$ cat config.mk
export PLATFORM = sky130hd
export DESIGN_NAME = mips_multicycle_control
export DESIGN_NICKNAME = d
export VERILOG_FILES = /design/src/rtl/mips_multicycle_control.sv
export SDC_FILE = /design/constraint.sdc
export NUM_CORES = 1
export LEC_CHECK = 0
export CAP_MARGIN = 10
export CORE_MARGIN = 2
export CORE_UTILIZATION = 56
export CTS_BUF_LIST = sky130_fd_sc_hd__clkbuf_2 sky130_fd_sc_hd__clkbuf_4 sky130_fd_sc_hd__clkbuf_8
export CTS_CLUSTER_DIAMETER = 60
export CTS_CLUSTER_SIZE = 8
export DETAILED_ROUTE_END_ITERATION = 16
export DONT_BUFFER_PORTS = 1
export PLACE_DENSITY = 0.81
export SLEW_MARGIN = 15
export SYNTH_ARGS = -nofsm -noshare
export SYNTH_HDL_FRONTEND = slang
export SYNTH_SLANG_ARGS = --single-unit
$ cat constraint.sdc
create_clock -name clk -period 2.7 [get_ports clk]
set_clock_uncertainty 0.05 [all_clocks]
set_input_delay 0.27 -clock clk [delete_from_list [all_inputs] [get_ports clk]]
set_output_delay 0.27 -clock clk [all_outputs]
set_load 0.02 [all_outputs]
$ cat src/rtl/mips_multicycle_control.sv
// -----------------------------------------------------------------------------
// mips_multicycle_control
//
// Multicycle control FSM for the MIPS datapath. Each instruction walks through
// FETCH -> DECODE -> class-specific states and ends in a single state that
// asserts pcWrite. All mux encodings match the datapath port-for-port.
//
// Optional feature macro: ILLEGAL_TRAP_EN
//   undefined (default): an unsupported opcode/funct retires as a NOP.
//   defined            : it traps into HALT (halted=1) until rst.
//
// Ports
//   clk          in   1      rising-edge clock
//   rst          in   1      asynchronous, active-high reset
//   opcode       in   6      instruction[31:26], sampled in DECODE
//   funct        in   6      instruction[5:0], sampled in DECODE
//   zero         in   1      ALU zero flag, used in BRANCH
//   pcSrc        out  2      0=pc+4 1=branch 2=jump 3=rs (jr)
//   regDst       out  2      0=rt 1=rd 2=r31
//   regSrc       out  2      0=pc (link) 1=memory 2=ALU
//   ALUSrc       out  1      0=register 1=sign-extended immediate
//   ALUOp        out  2      00=add 01=sub 10=by funct 11=slt
//   regWrite     out  1      register-file write enable
//   memWrite     out  1      data-memory write enable
//   memRead      out  1      data-memory read strobe
//   irWrite      out  1      instruction-register load
//   pcWrite      out  1      PC update, once per retired instruction
//   illegal      out  1      pulse in DECODE on unsupported instruction
//   halted       out  1      trap halt flag (0 unless ILLEGAL_TRAP_EN)
//   instr_count  out  CNT_W  retired-instruction counter (wraps)
// -----------------------------------------------------------------------------
module mips_multicycle_control #(
  parameter int CNT_W = 32
) (
  input  logic             clk,
  input  logic             rst,
  input  logic [5:0]       opcode,
  input  logic [5:0]       funct,
  input  logic             zero,
  output logic [1:0]       pcSrc,
  output logic [1:0]       regDst,
  output logic [1:0]       regSrc,
  output logic             ALUSrc,
  output logic [1:0]       ALUOp,
  output logic             regWrite,
  output logic             memWrite,
  output logic             memRead,
  output logic             irWrite,
  output logic             pcWrite,
  output logic             illegal,
  output logic             halted,
  output logic [CNT_W-1:0] instr_count
);

  // Opcodes
  localparam logic [5:0] OP_RTYPE = 6'h00;
  localparam logic [5:0] OP_J     = 6'h02;
  localparam logic [5:0] OP_JAL   = 6'h03;
  localparam logic [5:0] OP_BEQ   = 6'h04;
  localparam logic [5:0] OP_BNE   = 6'h05;
  localparam logic [5:0] OP_ADDI  = 6'h08;
  localparam logic [5:0] OP_SLTI  = 6'h0A;
  localparam logic [5:0] OP_LW    = 6'h23;
  localparam logic [5:0] OP_SW    = 6'h2B;

  // R-type funct codes
  localparam logic [5:0] FN_JR    = 6'h08;
  localparam logic [5:0] FN_ADD   = 6'h20;
  localparam logic [5:0] FN_SUB   = 6'h22;
  localparam logic [5:0] FN_AND   = 6'h24;
  localparam logic [5:0] FN_OR    = 6'h25;
  localparam logic [5:0] FN_SLT   = 6'h2A;

  // Mux encodings
  localparam logic [1:0] PC_PLUS4  = 2'd0;
  localparam logic [1:0] PC_BRANCH = 2'd1;
  localparam logic [1:0] PC_JUMP   = 2'd2;
  localparam logic [1:0] PC_RS     = 2'd3;

  localparam logic [1:0] DST_RT  = 2'd0;
  localparam logic [1:0] DST_RD  = 2'd1;
  localparam logic [1:0] DST_R31 = 2'd2;

  localparam logic [1:0] SRC_PC  = 2'd0;
  localparam logic [1:0] SRC_MEM = 2'd1;
  localparam logic [1:0] SRC_ALU = 2'd2;

  localparam logic [1:0] ALU_ADD   = 2'b00;
  localparam logic [1:0] ALU_SUB   = 2'b01;
  localparam logic [1:0] ALU_FUNCT = 2'b10;
  localparam logic [1:0] ALU_SLT   = 2'b11;

  typedef enum logic [3:0] {
    IDLE,
    FETCH,
    DECODE,
    EXEC_R,
    WB_R,
    EXEC_I,
    WB_I,
    MEM_ADDR,
    MEM_RD,
    WB_MEM,
    MEM_WR,
    BRANCH,
    JUMP
`ifdef ILLEGAL_TRAP_EN
    ,
    HALT
`endif
  } state_t;

  typedef enum logic [3:0] {
    C_RTYPE,
    C_JR,
    C_ADDI,
    C_SLTI,
    C_LW,
    C_SW,
    C_BEQ,
    C_BNE,
    C_J,
    C_JAL,
    C_ILL
  } iclass_t;

  function automatic iclass_t classify(input logic [5:0] op, input logic [5:0] fn);
    iclass_t c;
    c = C_ILL;
    case (op)
      OP_RTYPE: begin
        case (fn)
          FN_ADD, FN_SUB, FN_AND, FN_OR, FN_SLT: c = C_RTYPE;
          FN_JR:                                 c = C_JR;
          default:                               c = C_ILL;
        endcase
      end
      OP_ADDI: c = C_ADDI;
      OP_SLTI: c = C_SLTI;
      OP_LW:   c = C_LW;
      OP_SW:   c = C_SW;
      OP_BEQ:  c = C_BEQ;
      OP_BNE:  c = C_BNE;
      OP_J:    c = C_J;
      OP_JAL:  c = C_JAL;
      default: c = C_ILL;
    endcase
    return c;
  endfunction

  state_t           state_q, state_d;
  logic [5:0]       opcode_q, funct_q;
  logic [CNT_W-1:0] count_q;

  // DECODE steers on the live instruction bits; later states use the copy
  // latched on the edge that leaves DECODE.
  iclass_t dec_class, cur_class;
  assign dec_class = classify(opcode, funct);
  assign cur_class = classify(opcode_q, funct_q);

  // NOTE: sequential state uses non-blocking assignments so every register
  // samples pre-edge values regardless of statement order.
  always_ff @(posedge clk or posedge rst) begin
    if (rst) begin
      state_q  <= IDLE;
      opcode_q <= '0;
      funct_q  <= '0;
      count_q  <= '0;
    end else begin
      state_q <= state_d;
      if (state_q == DECODE) begin
        opcode_q <= opcode;
        funct_q  <= funct;
      end
      if (pcWrite) count_q <= count_q + CNT_W'(1);
    end
  end

  assign instr_count = count_q;

  // NOTE: every output and state_d gets a default before the case so no
  // path leaves a signal unassigned and no latch is inferred.
  always_comb begin
    state_d  = state_q;
    pcSrc    = PC_PLUS4;
    regDst   = DST_RT;
    regSrc   = SRC_PC;
    ALUSrc   = 1'b0;
    ALUOp    = ALU_ADD;
    regWrite = 1'b0;
    memWrite = 1'b0;
    memRead  = 1'b0;
    irWrite  = 1'b0;
    pcWrite  = 1'b0;
    illegal  = 1'b0;
    halted   = 1'b0;

    case (state_q)
      IDLE: state_d = FETCH;

      FETCH: begin
        irWrite = 1'b1;
        memRead = 1'b1;
        state_d = DECODE;
      end

      DECODE: begin
        case (dec_class)
          C_RTYPE:              state_d = EXEC_R;
          C_JR, C_J, C_JAL:     state_d = JUMP;
          C_ADDI, C_SLTI:       state_d = EXEC_I;
          C_LW, C_SW:           state_d = MEM_ADDR;
          C_BEQ, C_BNE:         state_d = BRANCH;
          default: begin
            illegal = 1'b1;
`ifdef ILLEGAL_TRAP_EN
            state_d = HALT;
`else
            // Retire as a NOP: advance PC by 4 straight from DECODE.
            pcWrite = 1'b1;
            state_d = FETCH;
`endif
          end
        endcase
      end

      EXEC_R: begin
        ALUOp   = ALU_FUNCT;
        state_d = WB_R;
      end

      WB_R: begin
        ALUOp    = ALU_FUNCT;
        regDst   = DST_RD;
        regSrc   = SRC_ALU;
        regWrite = 1'b1;
        pcWrite  = 1'b1;
        state_d  = FETCH;
      end

      EXEC_I: begin
        ALUSrc  = 1'b1;
        ALUOp   = (cur_class == C_SLTI) ? ALU_SLT : ALU_ADD;
        state_d = WB_I;
      end

      WB_I: begin
        ALUSrc   = 1'b1;
        ALUOp    = (cur_class == C_SLTI) ? ALU_SLT : ALU_ADD;
        regDst   = DST_RT;
        regSrc   = SRC_ALU;
        regWrite = 1'b1;
        pcWrite  = 1'b1;
        state_d  = FETCH;
      end

      MEM_ADDR: begin
        ALUSrc  = 1'b1;
        state_d = (cur_class == C_SW) ? MEM_WR : MEM_RD;
      end

      MEM_RD: begin
        ALUSrc  = 1'b1;
        memRead = 1'b1;
        state_d = WB_MEM;
      end

      WB_MEM: begin
        ALUSrc   = 1'b1;
        regDst   = DST_RT;
        regSrc   = SRC_MEM;
        regWrite = 1'b1;
        pcWrite  = 1'b1;
        state_d  = FETCH;
      end

      MEM_WR: begin
        ALUSrc   = 1'b1;
        memWrite = 1'b1;
        pcWrite  = 1'b1;
        state_d  = FETCH;
      end

      BRANCH: begin
        ALUOp   = ALU_SUB;
        pcWrite = 1'b1;
        // beq takes on equal (zero=1), bne on not-equal (zero=0).
        if ((cur_class == C_BEQ && zero) || (cur_class == C_BNE && !zero))
          pcSrc = PC_BRANCH;
        state_d = FETCH;
      end

      JUMP: begin
        pcWrite = 1'b1;
        case (cur_class)
          C_JR:  pcSrc = PC_RS;
          C_JAL: begin
            pcSrc    = PC_JUMP;
            regDst   = DST_R31;
            regSrc   = SRC_PC;
            regWrite = 1'b1;
          end
          default: pcSrc = PC_JUMP;
        endcase
        state_d = FETCH;
      end

`ifdef ILLEGAL_TRAP_EN
      HALT: begin
        halted  = 1'b1;
        state_d = HALT;
      end
`endif

      default: state_d = IDLE;
    endcase
  end

endmodule

==> results.ini <==
[placement]
dp_cells = 389
post-place-ws_ps = 145.6
dp_hpwl_um = 4661
io_buffers = 0
gp_congestion = 0.9434

[cts]
clkSinkCount = 48
cts_root_buf = clkbuf_8
htreeDepth = 2
insertion_delay_ps = 300
cts-root-to-sink-buffers = 2
cts_tree = yes
cts_buffers = 5
clk_pin_slew_ps = 90

[die]
fp.dieW_um = 75.39
fp.dieArea_um2 = 5684
initial_core_util = 0.5925
num_rows = 25
die_y_um = 75.39
ios = 63
core_area_um2 = 4817

[logic_synthesis]
synthFlopType = dfrtp_1
synth_top_area_frac = 0.4209
syn_nets = 335
synth_top_cell_by_area = dfrtp_1
synth_cell_types = 52
synth_edf_count = 0
yosysWarnings = 0
async_flop_share = 1.000
syn_area_per_cell_um2 = 8.947
ys_ff_latch = 48
netlist_area_um2 = 2854
synth.most_common_cell = nand2_1
syn_inst = 319
ys_top_cells_by_count = nand2_1, dfrtp_1, nor2_1
yosys-top-cells-area = dfrtp_1, nand2_1, xnor2_1
synth_seq_area_share = 0.4209

[timing]
fin_setup_tns_ps = 0
finalCritPeriodShare = 0.9964
slew_viol_final = 0
hold_viol_final = 0
setup_violations = 0
max_freq_mhz = 371.7
setup_ws_ps = 9.619
rsz0062_at_grt = yes
maxSlewHeadroom = 0.3599
layout_min_cycle_time_ps = 2690
tightest_slew_ps = 958.8

[route]
first_iter_violations = 137
vias = 2379
vias_per_cell = 5.948
first_pass_iters = 4
routed_wl_um = 6434
ant_nets = 0
wire_per_inst_um = 16.09
post-route-drc-count = 0

[final_layout]
n_antenna_cell = 0
fillers = 406
multi_input_area_um2 = 1599
final_cells = 400
drive_gt1_frac = 0.1712
nNetsFinal = 348
seq_area_um2 = 1202
area_growth_pct = 11.97

[setup_path]
critPathMaxStageDelay_ps = 520
r2r-end = instr_count[15]
critical_path_buf_inv_count = 1
critPathTopFamily = simple AND/OR/NAND/NOR gates
startpoint_type = register
worstSetupEndpointType = output port
worstPathRequired_ps = 2380
crit_fanout = 2
worst_r2r_path_depth = 7
r2r_setup_slack_ps = 330
cpMaxStageDelayCell = or4_4
crit_type = register to output port
worstPathArrival_ps = 2370
crit_chain = nor4b_4 > a31oi_1 > o32ai_2 > nor2b_4 > nand4_1 > or4_4 > o21ai_2 > buf_6
r2r-start = state_q[2]

[power_and_ir_drop]
ir_worst_vdd_mv = 0.5494
fin_total_pwr_mw = 2.766
p_leak_nw = 1.367
power_density_nw_per_um2 = 865.6

[flow_run]
drv_cap = 0

[outcome]
status = finished, final reports clean

[global_routing]
antenna_found_initial = 0
overflow = 0
grt_pass1_wl_um = 10520
grt_util_all_layers = 0.2416
grt_max_degree = 49
grt_pass1_vias = 2377

[worst_hold_path]
hp-class = input port to async pin

==> per-layer routing <==
metal  vias up  global-route usage  routed length (um)
met3        17             0.08333                 416
met4         0              0.1111                 133
met2        71              0.4019                3159
met1      1163              0.2810                2724
met5         -                   0                   0
li1       1128                   -                   -
==> power breakdown <==
group,switching (mW),internal [mW]
logic,0.750,0.491
registers,0.197,0.871
clock network,0.247,0.210
==> flip-flops by register name, indices dropped and copies added, names as in the netlist <==
signal and count:
instr_count 32, funct_q 6, opcode_q 6, state_q 4
==> cell families after synthesis <==
| kind of cell | after synthesis | synth area share |
|---|---|---|
| compound gates | 40 | 0.1026 |
| xor+xnor | 34 | 0.1043 |
| fa+ha+maj | 1 | 0.004383 |
| buf+inv | 25 | 0.04033 |
| flops | 48 | 0.4209 |
| mux | 3 | 0.01096 |
| other cells | 1 | 0.001314 |
| simple gates | 167 | 0.3152 |
==> timing repair <==
item	4_1_cts	5_1_grt
pin swaps	0	1
setup endpoints to repair	2	4
setup buffers	1	2
hold buffers	0	0
gates resized for setup	13	9
==> worst register-to-register path: cells and delay by family, from the launching register on <==
family	cells	cell delay, ps
and+or+nand+nor	4	1110
DFF	1	390
AOI/OAI and AO/OA	1	370
buffers and inverters	1	210
xor gates and xnor gates	1	180
==> metrics by stage <==
stage / cell area [um2] / hold WS, ps / utilization
floorplan: 2854 / 325.4 / -
global placement: 2999 / 328.7 / 0.6226
detailed placement: 2999 / 331.2 / 0.6226
CTS: 3149 / 14.98 / 0.6538
global route: 3196 / 15.33 / 0.6634
finish: 3196 / 9.554 / 0.6634
==> cell type report <==
type | instances | share of cell area
clock buffers | 6 | 0.02584
clock inverters | 2 | 0.004307
inverters | 9 | 0.01057
multi-input cells | 246 | 0.5004
flip-flops and latches | 48 | 0.3763
well taps | 67 | 0.02623
repair buffers | 22 | 0.05638
==> worst max path at each step <==
| stage | start | cells past startpoint | slack, ps | to |
|---|---|---|---|---|
| after CTS | funct_q[2] | 8 | 10 | ALUOp[0] |
| after global placement | opcode_q[2] | 8 | 270 | ALUOp[0] |
| after detailed placement | opcode_q[2] | 8 | 150 | ALUOp[0] |
| after global routing | opcode_q[5] | 8 | -90 | ALUOp[0] |
| after floorplan | opcode_q[5] | 8 | 150 | ALUOp[0] |
| final | opcode_q[5] | 8 | 10 | ALUOp[0] |
==> cell usage in the layout, fill, tap and decap left out, types with 6 or more instances in the layout <==
master    count
and3_1        6
clkbuf_8      6
inv_1         7
nor2_1       24
a21oi_1      11
dfrtp_1      47
xnor2_1      16
nand2_1      51
xor2_1       17
nand2b_1      9
nand4_1       9
nand3_1      13
nor3_1       13
nor2b_1       7
buf_4        18
o21ai_0       7
(Power assumes the default switching activity.)
